$ cat src/rtl/axi_lite_defs.vh
// rtl/axi_lite_defs.vh - AXI4-Lite response codes and responder FSM state encodings
`ifndef AXI_LITE_DEFS_VH
`define AXI_LITE_DEFS_VH

`define AXI_RESP_OKAY    2'b00
`define AXI_RESP_SLVERR  2'b10
`define AXI_RESP_DECERR  2'b11

`define AXIL_WR_IDLE     2'd0
`define AXIL_WR_HAVE_AW  2'd1
`define AXIL_WR_HAVE_W   2'd2
`define AXIL_WR_RESP     2'd3

`define AXIL_RD_IDLE     1'b0
`define AXIL_RD_DATA     1'b1

`endif

$ cat src/rtl/axi_lite_slave_regs_pkg.sv
// rtl/axi_lite_slave_regs_pkg.sv - state types shared by the AXI4-Lite register responder
`include "axi_lite_defs.vh"

package axi_lite_slave_regs_pkg;

    typedef enum logic [1:0] {
        WR_IDLE    = `AXIL_WR_IDLE,
        WR_HAVE_AW = `AXIL_WR_HAVE_AW,
        WR_HAVE_W  = `AXIL_WR_HAVE_W,
        WR_RESP    = `AXIL_WR_RESP
    } wr_state_t;

    typedef enum logic {
        RD_IDLE = `AXIL_RD_IDLE,
        RD_DATA = `AXIL_RD_DATA
    } rd_state_t;

endpackage

$ cat src/rtl/axil_slv_regfile.sv
// rtl/axil_slv_regfile.sv - NUM_REGS x 32 register storage, byte-strobed write, registered read
// Ports: ACLK/ARESETn clock and async active-low reset; wr_en/wr_idx/wr_data/wr_strb write port;
//        rd_en/rd_idx load rd_data from storage, rd_clr forces rd_data to zero.
module axil_slv_regfile #(
    parameter int          NUM_REGS  = 16,
    parameter int          IDX_W     = 4,
    parameter logic [31:0] RESET_VAL = 32'h0000_0000
) (
    input  logic             ACLK,
    input  logic             ARESETn,
    input  logic             wr_en,
    input  logic [IDX_W-1:0] wr_idx,
    input  logic [31:0]      wr_data,
    input  logic [3:0]       wr_strb,
    input  logic             rd_en,
    input  logic [IDX_W-1:0] rd_idx,
    input  logic             rd_clr,
    output logic [31:0]      rd_data
);

    logic [31:0] regs [NUM_REGS];

    always_ff @(posedge ACLK or negedge ARESETn) begin
        if (!ARESETn) begin
            for (int r = 0; r < NUM_REGS; r++) regs[r] <= RESET_VAL;
        end else if (wr_en) begin
            for (int b = 0; b < 4; b++) begin
                if (wr_strb[b]) regs[wr_idx][8*b +: 8] <= wr_data[8*b +: 8];
            end
        end
    end

    // Reads sample storage before any same-edge write lands, so a colliding read sees the old value.
    always_ff @(posedge ACLK or negedge ARESETn) begin
        if (!ARESETn)    rd_data <= '0;
        else if (rd_en)  rd_data <= regs[rd_idx];
        else if (rd_clr) rd_data <= '0;
    end

endmodule

$ cat src/rtl/axi_lite_slave_regs.sv
// rtl/axi_lite_slave_regs.sv - AXI4-Lite responder fronting a NUM_REGS x 32-bit register file
// Ports: ACLK, ARESETn (async, active-low); AW/W/B write channels; AR/R read channels.
// Build option AXIL_SLV_DECERR_EN: out-of-range accesses answer SLVERR instead of OKAY.
`include "axi_lite_defs.vh"

module axi_lite_slave_regs
    import axi_lite_slave_regs_pkg::*;
#(
    parameter int          ADDR_W    = 32,
    parameter int          DATA_W    = 32,
    parameter int          NUM_REGS  = 16,
    parameter logic [31:0] RESET_VAL = 32'h0000_0000
) (
    input  logic                ACLK,
    input  logic                ARESETn,
    input  logic                AWVALID,
    output logic                AWREADY,
    input  logic [ADDR_W-1:0]   AWADDR,
    input  logic                WVALID,
    output logic                WREADY,
    input  logic [DATA_W-1:0]   WDATA,
    input  logic [DATA_W/8-1:0] WSTRB,
    output logic                BVALID,
    input  logic                BREADY,
    output logic [1:0]          BRESP,
    input  logic                ARVALID,
    output logic                ARREADY,
    input  logic [ADDR_W-1:0]   ARADDR,
    output logic                RVALID,
    input  logic                RREADY,
    output logic [DATA_W-1:0]   RDATA,
    output logic [1:0]          RRESP
);

    localparam int              IDX_W      = $clog2(NUM_REGS);
    localparam logic [ADDR_W-1:0] ADDR_LIMIT = ADDR_W'(NUM_REGS * 4);
`ifdef AXIL_SLV_DECERR_EN
    localparam logic [1:0]      MISS_RESP  = `AXI_RESP_SLVERR;
`else
    localparam logic [1:0]      MISS_RESP  = `AXI_RESP_OKAY;
`endif

    wr_state_t wr_state, wr_next;
    rd_state_t rd_state, rd_next;

    logic [ADDR_W-1:0] aw_addr_q;
    logic [31:0]       w_data_q;
    logic [3:0]        w_strb_q;

    logic aw_hs, w_hs, ar_hs, r_hs, commit;
    logic [ADDR_W-1:0] wr_addr;
    logic [31:0]       wr_data;
    logic [3:0]        wr_strb;
    logic              wr_in_range, ar_in_range;

    assign aw_hs = AWVALID && AWREADY;
    assign w_hs  = WVALID && WREADY;
    assign ar_hs = ARVALID && ARREADY;
    assign r_hs  = RVALID && RREADY;

    // Whichever half arrives second is taken straight from the bus; the first was latched.
    assign wr_addr     = (wr_state == WR_HAVE_AW) ? aw_addr_q : AWADDR;
    assign wr_data     = (wr_state == WR_HAVE_W)  ? w_data_q  : WDATA;
    assign wr_strb     = (wr_state == WR_HAVE_W)  ? w_strb_q  : WSTRB;
    assign wr_in_range = wr_addr < ADDR_LIMIT;
    assign ar_in_range = ARADDR < ADDR_LIMIT;

    always_comb begin
        wr_next = wr_state;
        commit  = 1'b0;
        case (wr_state)
            WR_IDLE: begin
                if (aw_hs && w_hs) begin
                    wr_next = WR_RESP;
                    commit  = 1'b1;
                end else if (aw_hs) begin
                    wr_next = WR_HAVE_AW;
                end else if (w_hs) begin
                    wr_next = WR_HAVE_W;
                end
            end
            WR_HAVE_AW: if (w_hs) begin
                wr_next = WR_RESP;
                commit  = 1'b1;
            end
            WR_HAVE_W: if (aw_hs) begin
                wr_next = WR_RESP;
                commit  = 1'b1;
            end
            WR_RESP: if (BVALID && BREADY) wr_next = WR_IDLE;
            default: wr_next = WR_IDLE;
        endcase
    end

    always_comb begin
        rd_next = rd_state;
        case (rd_state)
            RD_IDLE: if (ar_hs) rd_next = RD_DATA;
            RD_DATA: if (r_hs)  rd_next = RD_IDLE;
            default: rd_next = RD_IDLE;
        endcase
    end

    // Handshake outputs are registered from the next state so they are all 0 while in reset
    // and first rise on the edge after release.
    always_ff @(posedge ACLK or negedge ARESETn) begin
        if (!ARESETn) begin
            wr_state  <= WR_IDLE;
            rd_state  <= RD_IDLE;
            AWREADY   <= 1'b0;
            WREADY    <= 1'b0;
            BVALID    <= 1'b0;
            BRESP     <= `AXI_RESP_OKAY;
            ARREADY   <= 1'b0;
            RVALID    <= 1'b0;
            RRESP     <= `AXI_RESP_OKAY;
            aw_addr_q <= '0;
            w_data_q  <= '0;
            w_strb_q  <= '0;
        end else begin
            wr_state <= wr_next;
            rd_state <= rd_next;
            AWREADY  <= (wr_next == WR_IDLE) || (wr_next == WR_HAVE_W);
            WREADY   <= (wr_next == WR_IDLE) || (wr_next == WR_HAVE_AW);
            BVALID   <= (wr_next == WR_RESP);
            ARREADY  <= (rd_next == RD_IDLE);
            RVALID   <= (rd_next == RD_DATA);
            if (aw_hs)  aw_addr_q <= AWADDR;
            if (w_hs) begin
                w_data_q <= WDATA;
                w_strb_q <= WSTRB;
            end
            if (commit) BRESP <= wr_in_range ? `AXI_RESP_OKAY : MISS_RESP;
            if (ar_hs)  RRESP <= ar_in_range ? `AXI_RESP_OKAY : MISS_RESP;
        end
    end

    axil_slv_regfile #(
        .NUM_REGS  (NUM_REGS),
        .IDX_W     (IDX_W),
        .RESET_VAL (RESET_VAL)
    ) u_regfile (
        .ACLK    (ACLK),
        .ARESETn (ARESETn),
        .wr_en   (commit && wr_in_range),
        .wr_idx  (wr_addr[IDX_W+1:2]),
        .wr_data (wr_data),
        .wr_strb (wr_strb),
        .rd_en   (ar_hs && ar_in_range),
        .rd_idx  (ARADDR[IDX_W+1:2]),
        .rd_clr  (r_hs || (ar_hs && !ar_in_range)),
        .rd_data (RDATA)
    );

endmodule
$ cat config.mk
export PLATFORM = sky130hd
export DESIGN_NAME = axi_lite_slave_regs
export DESIGN_NICKNAME = d
export VERILOG_FILES = /design/src/rtl/axi_lite_slave_regs_pkg.sv /design/src/rtl/axil_slv_regfile.sv /design/src/rtl/axi_lite_slave_regs.sv
export VERILOG_INCLUDE_DIRS = /design/src /design/src/rtl
export SDC_FILE = /design/constraint.sdc
export NUM_CORES = 1
export LEC_CHECK = 0
export BUFFER_PORTS_ARGS = -buffer_cell sky130_fd_sc_hd__buf_2
export CELL_PAD_IN_SITES_DETAIL_PLACEMENT = 1
export CELL_PAD_IN_SITES_GLOBAL_PLACEMENT = 1
export CORE_ASPECT_RATIO = 1.1
export CORE_MARGIN = 2
export CORE_UTILIZATION = 55
export DETAILED_ROUTE_END_ITERATION = 8
export MAX_ROUTING_LAYER = met4
export PLACE_DENSITY_LB_ADDON = 0.1
export RECOVER_POWER = 25
export SLEW_MARGIN = 20
export SYNTH_ARGS = -nofsm -noshare
export SYNTH_HDL_FRONTEND = slang
export SYNTH_HIERARCHICAL = 1
export SYNTH_SLANG_ARGS = --single-unit
$ cat constraint.sdc
create_clock -name ACLK -period 7.9 [get_ports ACLK]
set_clock_uncertainty 0.1 [all_clocks]
set_input_delay 1.58 -clock ACLK [delete_from_list [all_inputs] [get_ports ACLK]]
set_output_delay 1.58 -clock ACLK [all_outputs]
set_load 0.01 [all_outputs]
Word level (Yosys, flattened, before mapping)
Index checks and enable logic that the tools add are counted.
Operators by class
  $lt $le $gt $ge: 5
  equal/unequal tests: 6
  multiplexer cells: 41
  bitwise logic cells: 4
  reduce and logical (&&, ||, !) cells: 17
Operators by type and width (count)
  $mux W512: 7
  $bwmux W512: 4
  $demux W32 S4: 4
  $mux W32: 7
  $bmux W32 S4: 1
  $lt A32 B7 Y1 const B: 2
  $mux W24: 1
  $mux W16: 1
  $mux W2: 6
  $ge A5 B5 Y1 const B: 2
  $logic_and A1 B1 Y1: 10
  $not A4 Y5: 2
  $eq A2 B2 Y1 const B: 4
  $mux W8: 1
  $pmux W2 S4: 1
  $lt A5 B1 Y1 const B: 1
  $mux W1: 5
  $eq A2 B1 Y1 const B: 2
  $logic_not A2 Y1: 2
  $mux W4: 1
  $logic_or A1 B1 Y1: 3
  $pmux W1 S3: 1
  $not A1 Y1: 2
  $pmux W1 S2: 1
  2 further kinds: 2
Word-level totals
  register bits: 619
  input bits: 107
  logic and storage cells: 99

Logic depth before layout (Yosys ltp)
  depth after elaboration: 18
  gate-level depth with buffers: 10
  mapped depth without buffers: 7

Hierarchy
Netlist, hierarchy kept.
By module, submodules not included
  axil_slv_regfile: times used 1, cells each 1840, area each 24486.0 µm², sequential area each 13613.1 µm²
  axi_lite_slave_regs: times used 1, cells each 246, area each 3579.7 µm², sequential area each 1826.8 µm²

Worst setup path after synthesis
No wires, ideal clock.
  path type: input port to flip-flop
  from: input AWADDR[28]
  to: register u_regfile/regs[450] in the netlist's numbering
  library setup time: 0.128 ns
  data arrival time: 3.545 ns
  data required time: 7.672 ns
  path slack: 4.127 ns
  stages: 9
  cells stage by stage: nor4_1 > nand4_1 > mux2_2 > a211oi_2 > clkbuf_1 > and2_1 > clkbuf_1 > nand2_1 > mux2_1
On the way
  word-level cells in the longest chain between the ends: 3
Ends and longest elaborated chain
  start, declared: line axi_lite_slave_regs.sv:18  | input logic [ADDR_W-1:0] AWADDR,
  $mux W32: line axi_lite_slave_regs.sv:62  | assign wr_addr = (wr_state == WR_HAVE_AW) ? aw_addr_q : AWADDR;
  $lt A32 B7 Y1: line axi_lite_slave_regs.sv:65  | assign wr_in_range = wr_addr < ADDR_LIMIT;
  $logic_and A1 B1 Y1: line axi_lite_slave_regs.sv:145  | .wr_en (commit && wr_in_range),
  end signal, assigned by index: line axil_slv_regfile.sv:28  | if (wr_strb[b]) regs[wr_idx][8*b +: 8] <= wr_data[8*b +: 8];
  end, declared: line axil_slv_regfile.sv:21  | logic [31:0] regs [NUM_REGS];
Every way passes these cells.
A chain may end at the register's enable or synchronous reset.

==> impl_metrics.ini <==
[status]
status = finished with violations
violations = max-capacitance violations, max-slew violations

[setup_path]
cp.arrival_ns = 5.12
worst-path-buf-inv = 2
end_kind = async pin
worstPathMaxFanout = 155
cpLargestDelayFamily = buffers and inverters
reg2reg_from = wr_state[0]
rr_worst_depth = 6
r2r_setup_slack_ns = 3.87
crit_slowest_cell = clkbuf_2
cp.required_ns = 7.61
cp-start-kind = input port
path_class = in -> async
cpPeakStageDelay_ns = 2.74
rr_endpoint = u_regfile/regs[26]
path_cells = buf_8 > clkbuf_2

[route]
drt_iter0_markers = 1118
drt_wl_total_mm = 74.2
num_vias = 17555
final_antenna_net_count = 0
drc = 0
wl_per_cell_um = 25.6
first_pass_iters = 7
vias_per_cell = 6.06

[power]
irDropWorstVdd_mv = 0.220
p_leak_nw = 15.9
power_density_nw_per_um2 = 246
fin_total_pwr_mw = 7.72

[finish]
areaGrowthSynthToFinish_pct = 11.8
layout-drive-gt1-share_pct = 38.6
final_cell_area_um2 = 31400
finalNetCount = 2296
fin_cells = 2896
fillers = 4758

[synthesis]
netlist_instances = 2086
avgSynthCellArea_um2 = 13.5
synth_warnings = 6
synth_seq_cells = 617
syn-cell-area_um2 = 28100
synthDistinctLibCells = 30
ys_seq_area_share_pct = 55.0
synth.area.mux_share_pct = 34.4
synth_simple_gate_area_share_pct = 5.50
synth_top_family_by_area = multiplexers
synth_xor_area_share_pct = 0
synth_compound_area_share_pct = 2.99
synth-adder-area-share_pct = 0

[grt]
grt_max_degree = 156
globalRouteOverflowTotal = 0
grt_pass1_wl_mm = 116
first_global_vias = 19775
track_usage_pct = 29.9
antenna_found_initial = 1

[timing]
slew_viol_final = 346
rsz0062_at_grt = false
period_minus_slack_ns = 5.40
setup_violations = 0
relSlewSlack_pct = -156
fmax_ghz = 0.185
hold_viol_final = 0
worst_pin_slew_ns = 3.84
period_share_pct = 68.4
tns_ns = 0

[clock_tree]
clk_pin_slew_ns = 0.06
clock_latency_ns = 0.60
cts_hold_buf = 0
h-tree-depth = 3
post_cts_resize_count = 0
cts_buffer_depth = 3
post_cts_buffers = 0
cts_tree = yes
cts_buffers = 66
root_buffer = clkbuf_16
cts.sinks = 617

[min_path]
hold_path_class = reg -> reg
whs_path_depth = 2
hold-path-endpoint = u_regfile/rd_data[1]
hp-start = u_regfile/rd_data[1]

[die]
start_util_pct = 55.9
core-area_um2 = 50300
die_area_um2 = 52900
io_pins = 148
die_h_um = 241
die_w_um = 219
rows = 86

[placed_design]
portBuffers = 139
dp_cells = 2781
post-dp-hpwl_mm = 42.5
postPlaceCellArea_um2 = 29200
gp_congestion = 0.758

[run]
max_cap_viol_count = 3
## cells in the mapped netlist
cell,n,area (µm²)
nor2_1,14,52.6
nand2_1,150,563
buf_4,4,30.0
buf_1,8,30.0
nor3_1,8,40.0
clkbuf_1,75,282
nand3_1,98,490
and2_1,7,43.8
a21oi_1,66,330
mux2i_1,257,2570
nor2b_1,4,25.0
or2_1,4,25.0
buf_2,30,150
dfrtp_1,617,15400
o21ai_0,3,15.0
nor2_2,16,100
nor4_1,19,119
buf_6,2,22.5
buf_12,3,60.1
a211oi_2,1,12.5
conb_1,1,3.75
nand2b_1,5,31.3
nand4_1,6,37.5
a22oi_1,64,480
mux2_2,561,6320
nand2_2,1,6.26
inv_1,3,11.3
mux2_1,28,315
nor2b_2,1,8.76
mux2_4,30,450
## sequential cells by signal, indices dropped and copies added (netlist names)
register           count
aw_addr_q             30
u_regfile/rd_data     32
WREADY                 1
BVALID                 1
u_regfile/regs       512
w_strb_q               4
wr_state               2
AWREADY                1
rd_state               1
w_data_q              32
ARREADY                1
## routing by layer
| metal | vias up | share of wire [%] | GRT usage (%) |
|---|---|---|---|
| met1 | 9368 | 42 | 37.3 |
| met4 | 0 | 2.6 | 9.81 |
| li1 | 7734 | - | - |
| met3 | 133 | 3.5 | 3.88 |
| met5 | - | 0 | - |
| met2 | 320 | 52 | 50.6 |
## layout by cell type, fill, tap and decap left out, types with 22 or more instances in the layout
| master | count |
|---|---|
| dfrtp_1 | 617 |
| mux2_2 | 561 |
| mux2i_1 | 257 |
| nand2_1 | 150 |
| buf_2 | 135 |
| nand3_1 | 98 |
| clkbuf_16 | 73 |
| a21oi_1 | 66 |
| a22oi_1 | 64 |
| mux2_4 | 30 |
| mux2_1 | 28 |
| clkbuf_1 | 22 |
## where the power goes
part           switching, mW  total [mW]  leakage, nW  internal [mW]
registers              0.106        3.46         8.46           3.35
clock network           1.24        3.09         1.07           1.84
logic                  0.753        1.18         6.40          0.429
total                   2.10        7.72         15.9           5.62
## cell families (layout without fill, tap and decap cells)
family / count (synthesis) / count (layout)
mux: 876 / 876
flops: 617 / 617
simple gates: 333 / 333
compound gates: 134 / 134
buf+inv: 125 / 271
other cells: 1 / 5
## tightest hold or removal path: cells and delay by family (launching register included)
kind             cells  cell delay (ns)
DFF                  1             0.34
and+or+nand+nor      2             0.11
## area by class of cell
class	instances	area, µm²	area share, %
Sequential cell	617	15400	49.2
Multi-Input combinational cell	1347	12100	38.5
Clock buffer	110	2150	6.84
Timing Repair Buffer	154	833	2.66
Tap cell	660	826	2.63
Clock inverter	4	20.0	0.0638
Inverter	3	11.3	0.0359
Antenna cell	1	2.50	0.00798
## per-stage QoR
stage	util, %	setup WS, ns	hold WS (ns)
floorplan	-	4.13	0.357
global placement	58.2	2.96	0.358
detailed placement	58.2	2.93	0.365
CTS	62.5	3.51	0.379
global route	62.4	1.70	0.403
finish	62.4	2.50	0.376
## how the worst max path moves through the flow
stage / depth (start not counted) / to / from / slack, ns
floorplan: 9 / u_regfile/regs[450] / AWADDR[28] / 4.13
global placement: 8 / u_regfile/regs[27] / AWADDR[20] / 2.96
detailed placement: 8 / u_regfile/regs[1] / AWADDR[20] / 2.93
CTS: 8 / u_regfile/regs[25] / AWADDR[20] / 3.51
global route: 2 / u_regfile/regs[240] / ARESETn / 1.70
finish: 2 / u_regfile/rd_data[18] / ARESETn / 2.50
No activity file was read; power rests on OpenSTA's default activity.
